==> src/rtl/output_display.sv <==
`default_nettype none
// ============================================================================
//  Module   : output_display
//  Brief    : OUT-port display. Latches a bus byte on loadDR, converts it to
//             BCD by serial double-dabble and scans it onto a 4-digit
//             common-anode 7-segment display. The sign digit and the
//             signed_mode port exist only when OUTPUT_SIGNED_EN is defined.
//  Revision : 1.0 - initial release
// ============================================================================
module output_display #(
    parameter int REFRESH_DIV = 50000
) (
    input  logic       clk,
    input  logic       rst,
    input  logic [7:0] bus,
    input  logic       loadDR,
`ifdef OUTPUT_SIGNED_EN
    input  logic       signed_mode,
`endif
    output logic       busy,
    output logic [6:0] seg,
    output logic [3:0] an
);

    localparam int                 c_REF_W     = $clog2(REFRESH_DIV);
    localparam logic [c_REF_W-1:0] c_REF_MAX   = c_REF_W'(REFRESH_DIV - 1);
    localparam logic [6:0]         c_SEG_BLANK = 7'b1111111;
    localparam logic [6:0]         c_SEG_MINUS = 7'b0111111;

    typedef enum logic [0:0] {
        IDLE = 1'b0,
        CONV = 1'b1
    } state_t;

    state_t              r_state;
    state_t              w_stateNext;
    logic [19:0]         r_shift;
    logic [2:0]          r_cnt;
    logic                r_neg;
    logic                r_pendValid;
    logic [7:0]          r_pendMag;
    logic                r_pendNeg;
    logic [3:0]          r_dispHund;
    logic [3:0]          r_dispTens;
    logic [3:0]          r_dispOnes;
    logic                r_dispNeg;
    logic [c_REF_W-1:0]  r_refCnt;
    logic [1:0]          r_digIdx;

    logic                w_neg;
    logic [7:0]          w_mag;
    logic                w_last;
    logic [19:0]         w_adj;
    logic [19:0]         w_shifted;
    logic [1:0]          w_digSel;
    logic                w_tensBlank;
    logic [6:0]          w_segNext;
    logic [3:0]          w_anNext;

    function automatic logic [6:0] f_seg(input logic [3:0] d);
        case (d)
            4'd0:    f_seg = 7'b1000000;
            4'd1:    f_seg = 7'b1111001;
            4'd2:    f_seg = 7'b0100100;
            4'd3:    f_seg = 7'b0110000;
            4'd4:    f_seg = 7'b0011001;
            4'd5:    f_seg = 7'b0010010;
            4'd6:    f_seg = 7'b0000010;
            4'd7:    f_seg = 7'b1111000;
            4'd8:    f_seg = 7'b0000000;
            4'd9:    f_seg = 7'b0010000;
            default: f_seg = c_SEG_BLANK;
        endcase
    endfunction

`ifdef OUTPUT_SIGNED_EN
    assign w_neg = signed_mode & bus[7];
`else
    assign w_neg = 1'b0;
`endif
    // 8-bit negation: 0x80 yields 128, which still fits the magnitude field
    assign w_mag  = w_neg ? (8'd0 - bus) : bus;
    assign w_last = (r_cnt == 3'd7);
    assign busy   = (r_state == CONV);

    always_comb begin
        w_adj = r_shift;
        for (int i = 0; i < 3; i++) begin
            if (r_shift[8 + 4*i +: 4] >= 4'd5)
                w_adj[8 + 4*i +: 4] = r_shift[8 + 4*i +: 4] + 4'd3;
        end
        w_shifted = w_adj << 1;
    end

    always_ff @(posedge clk or negedge rst) begin
        if (!rst) r_state <= IDLE;
        else      r_state <= w_stateNext;
    end

    always_comb begin
        w_stateNext = r_state;
        case (r_state)
            IDLE: if (loadDR) w_stateNext = CONV;
            CONV: if (w_last && !loadDR && !r_pendValid) w_stateNext = IDLE;
            default: w_stateNext = IDLE;
        endcase
    end

    always_ff @(posedge clk or negedge rst) begin
        if (!rst) begin
            r_shift     <= '0;
            r_cnt       <= '0;
            r_neg       <= 1'b0;
            r_pendValid <= 1'b0;
            r_pendMag   <= '0;
            r_pendNeg   <= 1'b0;
            r_dispHund  <= '0;
            r_dispTens  <= '0;
            r_dispOnes  <= '0;
            r_dispNeg   <= 1'b0;
        end else if (r_state == IDLE) begin
            if (loadDR) begin
                r_shift <= {12'd0, w_mag};
                r_neg   <= w_neg;
                r_cnt   <= '0;
            end
        end else begin
            r_shift <= w_shifted;
            r_cnt   <= r_cnt + 3'd1;
            if (w_last) begin
                r_dispHund <= w_shifted[19:16];
                r_dispTens <= w_shifted[15:12];
                r_dispOnes <= w_shifted[11:8];
                r_dispNeg  <= r_neg;
                // A load on the final edge outranks anything still pending
                if (loadDR) begin
                    r_shift     <= {12'd0, w_mag};
                    r_neg       <= w_neg;
                    r_cnt       <= '0;
                    r_pendValid <= 1'b0;
                end else if (r_pendValid) begin
                    r_shift     <= {12'd0, r_pendMag};
                    r_neg       <= r_pendNeg;
                    r_cnt       <= '0;
                    r_pendValid <= 1'b0;
                end
            end else if (loadDR) begin
                r_pendValid <= 1'b1;
                r_pendMag   <= w_mag;
                r_pendNeg   <= w_neg;
            end
        end
    end

    assign w_digSel    = r_digIdx + 2'd1;
    assign w_anNext    = ~(4'b0001 << w_digSel);
    assign w_tensBlank = (r_dispHund == 4'd0) && (r_dispTens == 4'd0);

    always_comb begin
        w_segNext = c_SEG_BLANK;
        case (w_digSel)
            2'd0:    w_segNext = f_seg(r_dispOnes);
            2'd1:    w_segNext = w_tensBlank ? c_SEG_BLANK : f_seg(r_dispTens);
            2'd2:    w_segNext = (r_dispHund == 4'd0) ? c_SEG_BLANK : f_seg(r_dispHund);
            default: w_segNext = r_dispNeg ? c_SEG_MINUS : c_SEG_BLANK;
        endcase
    end

    always_ff @(posedge clk or negedge rst) begin
        if (!rst) begin
            r_refCnt <= '0;
            r_digIdx <= '0;
            an       <= 4'b1111;
            seg      <= c_SEG_BLANK;
        end else if (r_refCnt == c_REF_MAX) begin
            r_refCnt <= '0;
            r_digIdx <= w_digSel;
            an       <= w_anNext;
            seg      <= w_segNext;
        end else begin
            r_refCnt <= r_refCnt + c_REF_W'(1);
        end
    end

endmodule
`default_nettype wire

==> config.mk <==
export PLATFORM = sky130hd
export DESIGN_NAME = output_display
export DESIGN_NICKNAME = d
export VERILOG_FILES = /design/src/rtl/output_display.sv
export SDC_FILE = /design/constraint.sdc
export NUM_CORES = 1
export LEC_CHECK = 0
export BUFFER_PORTS_ARGS = -buffer_cell sky130_fd_sc_hd__buf_2
export CAP_MARGIN = 25
export CORE_MARGIN = 2
export CORE_UTILIZATION = 55
export CTS_CLUSTER_SIZE = 16
export DETAILED_ROUTE_END_ITERATION = 10
export PLACE_DENSITY_LB_ADDON = 0.05
export SLEW_MARGIN = 20
export SYNTH_ARGS = -nofsm -noshare
export SYNTH_HDL_FRONTEND = slang
export SYNTH_SLANG_ARGS = --single-unit
==> constraint.sdc <==
create_clock -name clk -period 3.85 [get_ports clk]
set_input_delay 0.5775 -clock clk [delete_from_list [all_inputs] [get_ports clk]]
set_output_delay 0.5775 -clock clk [all_outputs]
set_load 0.005 [all_outputs]
# After elaboration in Yosys (flattened, before gate mapping)
# Memory sizes are Yosys's and may differ from the RTL's.
# Cells that the tools add are included.
# op_classes
n_addsub	6
n_lt_le_gt_ge	3
eq_ne	6
n_shift	1
n_mux	28
bitwise	3
reduce_logical	14
# op_table
op	n
$mux 20	5
$mux 7	3
$pmux 7 s3	1
$mux 3	6
$add 16x1->16 const B	1
$eq 16x16->1 const B	1
$mux 16	1
$ge 4x3->1 const B	3
$mux 1	9
$add 4x2->4 const B	2
$logic_not 4->1	2
$mux 4	2
$reduce_and 3->1	2
$not 4->4	1
$reduce_and 2->1	2
$reduce_bool 2->1	2
$shl 1x2->4 const A	1
$add 3x1->3 const B	1
$add 3x2->3 const B	1
$eq 3x3->1 const B	1
$logic_and 1x1->1	3
$ne 3x3->1 const B	1
$add 2x1->2 const B	1
$eq 2x1->1 const B	1
other kinds (6)	8
# word_totals
register_bits	76
mem_bits_ro	336
input_bits	11
out_inout_bits	12
elab_cells	78
mem_count	3
# mem_list
memory	words	word_bits	rd	rd_ports_with_merged_regs	write_ports	line	rtl
(name not given)	16	7	1	0	0	61	case (d)
(name not given)	16	7	1	0	0	61	
(name not given)	16	7	1	0	0	61	

# Longest topological paths before layout
# Gate-level depths: netlist of the first run.
# depth
depth_word	6
mapped_depth	7
mapped_depth_nobuf	6

# Worst setup path after synthesis of the first run
# OpenSTA, ideal clock, no wires.
# synth_path
path_kind	input-to-reg
startpoint	input loadDR
endpoint	register r_shift[5]
setup_ns	0.126
t_arrival_ns	1.550
required_ns	3.724
setup_slack_ns	2.174
stages	5
n_path_buf	2
path_cell_list	buf_2 o21ai_0 and2_0 buf_2 a221o_1
# synth_between
elab_chain_len	3
elab_cells_between_ends	4
cone_classes	mux: 3; reduce/logical: 1
# synth_lines
element	line	rtl
start, declared	16	input logic loadDR,
$mux 20	136	if (loadDR) begin
$mux 20	130	if (w_last) begin
$mux 20	121	end else if (r_state == IDLE) begin
end signal, assigned	123	r_shift <= {12'd0, w_mag};
end signal, assigned	128	r_shift <= w_shifted;
end signal, assigned	137	r_shift <= {12'd0, w_mag};
end, declared	37	logic [19:0] r_shift;
# Parallel ways exist; a longest one is shown, timed or not.
# A chain may end at the register's enable or synchronous reset.

# Worst setup path after layout of the first run
# layout_path
startpoint	register r_cnt[0]
endpoint	register r_shift[4]
# layout_between
elab_chain_len	3
# layout_lines
element	line	rtl
start, declared	38	logic [2:0] r_cnt;
start signal, assigned	129	r_cnt <= r_cnt + 3'd1;
$eq 3x3->1	83	assign w_last = (r_cnt == 3'd7);
$mux 20	130	
$mux 20	121	
# No other way between the ends.

==> flow_summary.ini, run 1 <==
[floorplanning]
die_x_um = 90.6
num_rows = 31
ioPinCount = 23
start_util = 0.569
core_area_sq_mm = 0.00725
fp.dieH_um = 90.6
dieArea_sq_mm = 0.00821

[global_routing]
grt_max_degree = 75
grtUsageTotal = 0.201
antenna_found_initial = 0
grt_pass1_wl_mm = 13.5
grt_pass1_vias = 2960
grt.overflow.total = 0

[placed_design]
gp_congestion = 0.828
io_buffers = 22
hpwl_mm = 5.39

[final_layout]
multi_input_area_sq_mm = 0.00210
utilization = 0.619
synthToLayoutAreaGrowth_pct = 8.70
fillers = 655
regArea_sq_mm = 0.00187
drive_gt1_frac = 0.176
fin_nets = 464
diodes = 0

[detailed_routing]
dr.pass1.iters = 4
ant_nets = 0
wirelength_mm = 7.70
vias_per_cell = 5.71
drt-initial-drc-count = 156
drc = 0
via_count = 3004
wl_per_cell_um = 14.6

[clock_network]
postCtsSetupRepairBufs = 0
h-tree-depth = 3
clock_latency_ns = 0.34
cts_tree = built
cts_max_path_buffers = 2
clock-sinks = 74
post_cts_resized = 0
hold_buffers = 0
cts-root-buf = clkbuf_8
cts_buffers = 9
clkSlewWorstSetupHoldPaths_ns = 0.08

[power_and_ir_drop]
clkPwrFrac = 0.191
p_int_mw = 1.80
peakVddDrop_uv = 361
p_seq_frac = 0.424
combPwrFrac = 0.385
p_sw_mw = 1.12
swShare = 0.385
p_leak_nw = 1.97
p_per_area_mw_per_mm2 = 651

[timing]
setup_viol = 0
rsz0062_at_grt = false
layout_worst_path_cycle_share = 0.607
hold_viol = 0
drv_slew = 0
tns_ns = 0
relSlewSlack = 0.398
period_needed_ns = 2.34
skew_ns = 0.0125
max_freq_ghz = 0.428
worst_pin_slew_ns = 0.904

[worst_setup_path]
regToRegSetupSlack_ns = 1.51
required_ns = 4.12
startpoint_type = register
worst-path-max-fanout = 22
crit_chain = ha_1, ha_1, nand2_1, nor3b_1, a221o_1
r2r-start = r_cnt[0]
cpMostUsedCell = ha_1
crit_arrival_ns = 2.61
critPathSlowestCell = nor3b_1
rr_endpoint = r_shift[4]
reg2reg_depth = 5
max_stage_delay_ns = 0.79
end_kind = register
criticalPathCategory = reg2reg

[synth]
synth_adder_area_share = 0.0909
synth.yosys.seq_area_share = 0.452
synth.net_count = 445
synth_top_family_by_area = compound AO/OA/AOI/OAI gates
synth_compound_area_frac = 0.185
syn-instance-count = 404
synth-xor-area-share = 0.0361
synthesis.area_sq_mm = 0.00413
ys_ff_latch = 74
async_flop_share = 1.00
ys.flop_type = dfrtp_1
ys_warn_count = 0
synth-simple-area-share = 0.148
synth_cell_types = 57
synthMuxAreaShare = 0.0485
synth_edf_count = 0
syn_avg_cell_area_sq_um = 10.2

[min_path]
hp-class = in2async

[status]
status = complete, no violations

[job]
drv_cap = 0
==> flip-flops by register name, summed over array words and instances (netlist names) <==
name and count:
r_dispTens 4, an 4, r_dispOnes 4, r_pendMag 8, r_pendValid 1, busy 1
r_dispHund 4, r_digIdx 2, seg 7, r_cnt 3, r_refCnt 16, r_shift 20
==> per-layer routing <==
layer | vias to the layer above | global-route usage | part of all wire
met2 | 56 | 0.344 | 0.47
li1 | 1501 | - | -
met5 | - | 0 | 0
met3 | 7 | 0.0326 | 0.037
met1 | 1440 | 0.259 | 0.48
met4 | 0 | 0.0705 | 0.012
==> stage by stage <==
step                hold slack, ns  cells  total power [mW]  cell area [sq um]  setup slack, ns
global placement             0.455    511              2.34               4310             1.56
floorplan                    0.282    404              2.10               4130             2.17
global route                 0.471    526              3.18               4490             1.18
finish                       0.433    526              2.92               4490             1.51
detailed placement           0.470    511              2.38               4310             1.50
CTS                          0.470    526              2.95               4490             1.47
==> cell usage in the layout (no fill, tap or decap), types with 16 or more instances in the layout <==
cell      Yosys  layout
o21ai_0      37      37
a21oi_1      17      17
nand2b_1     16      16
buf_2         6      22
nor2_1       22      22
ha_1         30      30
mux2_2       16      16
nand2_1      35      35
dfrtp_1      63      63
inv_1        23      23
==> cells in the mapped netlist (3+ instances only) <==
master | n | share of area
a221o_1 | 8 | 0.019
nand3_1 | 6 | 0.0073
o32ai_1 | 3 | 0.0064
nand2b_1 | 16 | 0.024
xor2_1 | 5 | 0.011
clkbuf_1 | 8 | 0.0073
o221ai_1 | 6 | 0.013
a31oi_1 | 4 | 0.0061
buf_2 | 6 | 0.0073
xnor2_1 | 12 | 0.025
nor3b_1 | 7 | 0.013
inv_1 | 23 | 0.021
a41oi_1 | 3 | 0.0064
nor3_1 | 5 | 0.0061
a32o_1 | 10 | 0.024
dfrtp_1 | 63 | 0.38
o31ai_1 | 4 | 0.0073
nor2_1 | 22 | 0.020
a21oi_1 | 17 | 0.021
mux2_2 | 16 | 0.044
nand2_1 | 35 | 0.032
a21o_1 | 3 | 0.0055
dfstp_2 | 11 | 0.070
o21ai_0 | 37 | 0.045
ha_1 | 30 | 0.091
a22o_1 | 5 | 0.011
nand4_1 | 3 | 0.0045
==> worst max-delay path by stage <==
stage,from,endpoint,cells past startpoint
detailed placement,r_cnt[0],r_shift[5],5
global placement,r_cnt[0],r_shift[7],5
CTS,r_cnt[0],r_shift[4],5
floorplan,loadDR,r_shift[5],5
finish,r_cnt[0],r_shift[4],5
global route,r_cnt[0],r_shift[5],5
==> cell families (layout without fill, tap and decap cells) <==
group           count (synthesis)  count (layout)
compound gates                110             110
xor+xnor                       17              17
fa+ha+maj                      30              30
buf+inv                        40              63
flops                          74              74
mux                            18              18
simple gates                  115             115
==> power by group through the flow <==
stage | combinational (mW) | clock, mW | sequential [mW]
2_1_floorplan | 0.972 | 0 | 1.13
3_3_place_gp | 1.10 | 0 | 1.24
3_5_place_dp | 1.14 | 0 | 1.25
4_1_cts | 1.14 | 0.570 | 1.24
6_report | 1.12 | 0.557 | 1.24
5_1_grt | 1.31 | 0.600 | 1.28
==> worst max-delay path: cells and delay by family, from the launching register on <==
| family | cells | cell delay (ns) |
|---|---|---|
| AO/OA/AOI/OAI | 1 | 0.26 |
| adder cells (fa/ha/maj) | 2 | 0.43 |
| flip-flops | 1 | 0.37 |
| AND/OR/NAND/NOR | 2 | 1.21 |
==> cell type report <==
cell class,count,share of cell area
clock buffer,11,0.0337
clock inverter,4,0.00586
inverter,23,0.0192
multi-input combinational,290,0.468
sequential,74,0.416
tap,99,0.0276
timing repair buffer,25,0.0296
Note: power is estimated with default switching activity, not from simulation.
==> inputs of run 2 (changes only) <==
--- a/config.mk
+++ b/config.mk
@@ -5,6 +5,7 @@
 export SDC_FILE = /design/constraint.sdc
 export NUM_CORES = 1
 export LEC_CHECK = 0
+export ABC_AREA = 1
 export BUFFER_PORTS_ARGS = -buffer_cell sky130_fd_sc_hd__buf_2
 export CAP_MARGIN = 25
 export CORE_MARGIN = 2
==> constraint.sdc (replaced) <==
create_clock -name clk -period 1.9 [get_ports clk]
set_input_delay 0.285 -clock clk [delete_from_list [all_inputs] [get_ports clk]]
set_output_delay 0.285 -clock clk [all_outputs]
set_load 0.005 [all_outputs]
==> run 2 against run 1 <==
Net effect:
- utilization up 0.15 points
- worst hold slack worse by 0.25 ns
- synthesized area up 4.8%
- flip-flop and latch count unchanged
==> flow_summary.ini, run 2 <==
[status]
status = complete, no violations

[placed_design]
io_buffers = 22
gp_congestion = 0.829
hpwl_mm = 6.15
dp_slack_ns = 0.175

[clock_network]
post_cts_resized = 0
clock_latency_ns = 0.35
cts-root-buf = clkbuf_8
cts_tree = built
cts_buffers = 9
cts_max_path_buffers = 2
postCtsSetupRepairBufs = 0
clkSlewWorstSetupHoldPaths_ns = 0.08
clock-sinks = 74
h-tree-depth = 3

[global_routing]
antenna_found_initial = 0
grt_max_degree = 75
grtUsageTotal = 0.209
grt_pass1_vias = 3240
grt.overflow.total = 0
grt_pass1_wl_mm = 14.4

[timing]
worst_pin_slew_ns = 0.475
tns_ns = 0
layout_worst_path_cycle_share = 0.915
rsz0062_at_grt = false
hold_viol = 0
setup_viol = 0
period_needed_ns = 1.74
relSlewSlack = 0.680
finalWorstSetupSlack_ns = 0.161
max_freq_ghz = 0.575
skew_ns = 0.00821
drv_slew = 0

[job]
drv_cap = 0

[synth]
synth.net_count = 575
async_flop_share = 1.00
yosys-top-cells-count = 125 x nand2_1, 68 x inv_1, 63 x dfrtp_1
synth_area_leaders = dfrtp_1 36%, nand2_1 11%, ha_1 8.7%
synth.largest_area_cell = dfrtp_1
syn_avg_cell_area_sq_um = 8.10
yosysMostFrequentCell = nand2_1
synth_edf_count = 0
synth.yosys.seq_area_share = 0.431
ys.flop_type = dfrtp_1
synthesis.area_sq_mm = 0.00433
synth_cell_types = 40
ys_ff_latch = 74
synth_top_area_frac = 0.364
syn-instance-count = 534
ys_warn_count = 0

[floorplanning]
core_area_sq_mm = 0.00769
fp.dieH_um = 92.7
ioPinCount = 23
num_rows = 32
dieArea_sq_mm = 0.00859
die_x_um = 92.7
start_util = 0.563

[worst_setup_path]
crit_chain = ha_1, ha_1, o21ai_2, nand2_1, buf_4, o22ai_1
crit_arrival_ns = 2.01
critPathSlowestCell = dfrtp_1
r2r-start = r_cnt[0]
required_ns = 2.17
cpMostUsedCell = ha_1
end_kind = register
crit_family = adder cells
crit_start = r_cnt[0]
startpoint_type = register
criticalPathCategory = reg2reg
max_stage_delay_ns = 0.40
worst-path-max-fanout = 9
worstPathBufferInverterCount = 1

[final_layout]
final_common_cell = nand2_1
top_register = r_shift
fillers = 738
reg_top3 = r_shift x20, r_refCnt x16, r_pendMag x8
drive_gt1_frac = 0.146
diodes = 0
synthToLayoutAreaGrowth_pct = 10.1
fin_nets = 604
largest_reg_flops = 20
most-common-layout-cells = 125 x nand2_1, 68 x inv_1, 63 x dfrtp_1, 60 x nor2_1, 39 x o21ai_0

[detailed_routing]
drc = 0
vias_per_cell = 5.08
wl_per_cell_um = 12.5
met3WireLength_um = 279
wirelength_mm = 8.38
wl_met2_mm = 3.89
via_count = 3404
ant_nets = 0
dr.pass1.iters = 4
drt-initial-drc-count = 165
met1_length_mm = 4.05
top_layer = met4

[min_path]
hp-class = in2reg
hp-start = bus[6]

[power_and_ir_drop]
p_per_area_mw_per_mm2 = 1300
peakVddDrop_uv = 565
p_leak_nw = 2.49
-- run 2: timing repair --
| action | 4_1_cts | 5_1_grt |
|---|---|---|
| hold endpoints to repair | 63 | 0 |
| hold buffers | 1 | 0 |
| setup endpoints to repair | 0 | 0 |
-- run 2: stage by stage --
| stage | instance area (sq um) | total power [mW] | hold WS [ns] | utilization | std cells |
|---|---|---|---|---|---|
| after floorplan | 4330 | 4.34 | -0.0106 | - | 534 |
| after global placement | 4560 | 4.89 | 0.348 | 0.593 | 653 |
| after detailed placement | 4560 | 4.98 | 0.350 | 0.593 | 653 |
| after CTS | 4770 | 6.23 | 0.171 | 0.620 | 670 |
| after global routing | 4770 | 6.75 | 0.180 | 0.620 | 670 |
| final | 4770 | 6.18 | 0.181 | 0.620 | 670 |
-- run 2: kinds of logic after synthesis --
group	share of synthesized area
AOI/OAI and AO/OA	0.106
xor gates and xnor gates	0.0263
adders and majority gates	0.0867
buffers and inverters	0.0789
DFF	0.431
muxes	0.0208
and+or+nand+nor	0.251
-- run 2: per-layer routing --
layer | vias up | GRT usage
met5 | - | 0
met4 | 0 | 0.0833
met3 | 13 | 0.0293
met2 | 62 | 0.339
met1 | 1548 | 0.286
li1 | 1781 | -
-- run 2: worst register-to-register path, stage by stage (launching register included) --
cell and delay (ns):
dfrtp_1 0.40, ha_1 0.20, ha_1 0.26, o21ai_2 0.15, nand2_1 0.29, buf_4 0.24, o22ai_1 0.12
-- run 2: layout make-up --
cell class              instances  area, sq um  area share
multi-input cells             376         2120       0.445
clock inverters                 4         51.3      0.0108
well taps                     102          128      0.0268
repair buffers                 29          178      0.0373
clock buffers                  12          145      0.0304
inverters                      73          279      0.0585
flip-flops and latches         74         1870       0.391
-- run 2: power breakdown --
| part | internal (mW) | switching [mW] |
|---|---|---|
| logic | 0.992 | 1.61 |
| clock network | 0.644 | 0.587 |
| registers | 2.00 | 0.351 |
-- run 2: final timing paths --
kind,to,slack [ns],cells after the start
worst max-delay path,r_shift[11],0.16,6
worst min-delay path,r_pendMag[6],0.18,2
min in group asynchronous,r_digIdx[1],0.50,3
worst max register to register,r_shift[11],0.16,6
worst min register to register,r_refCnt[0],0.46,1
max in group asynchronous,seg[2],1.08,3
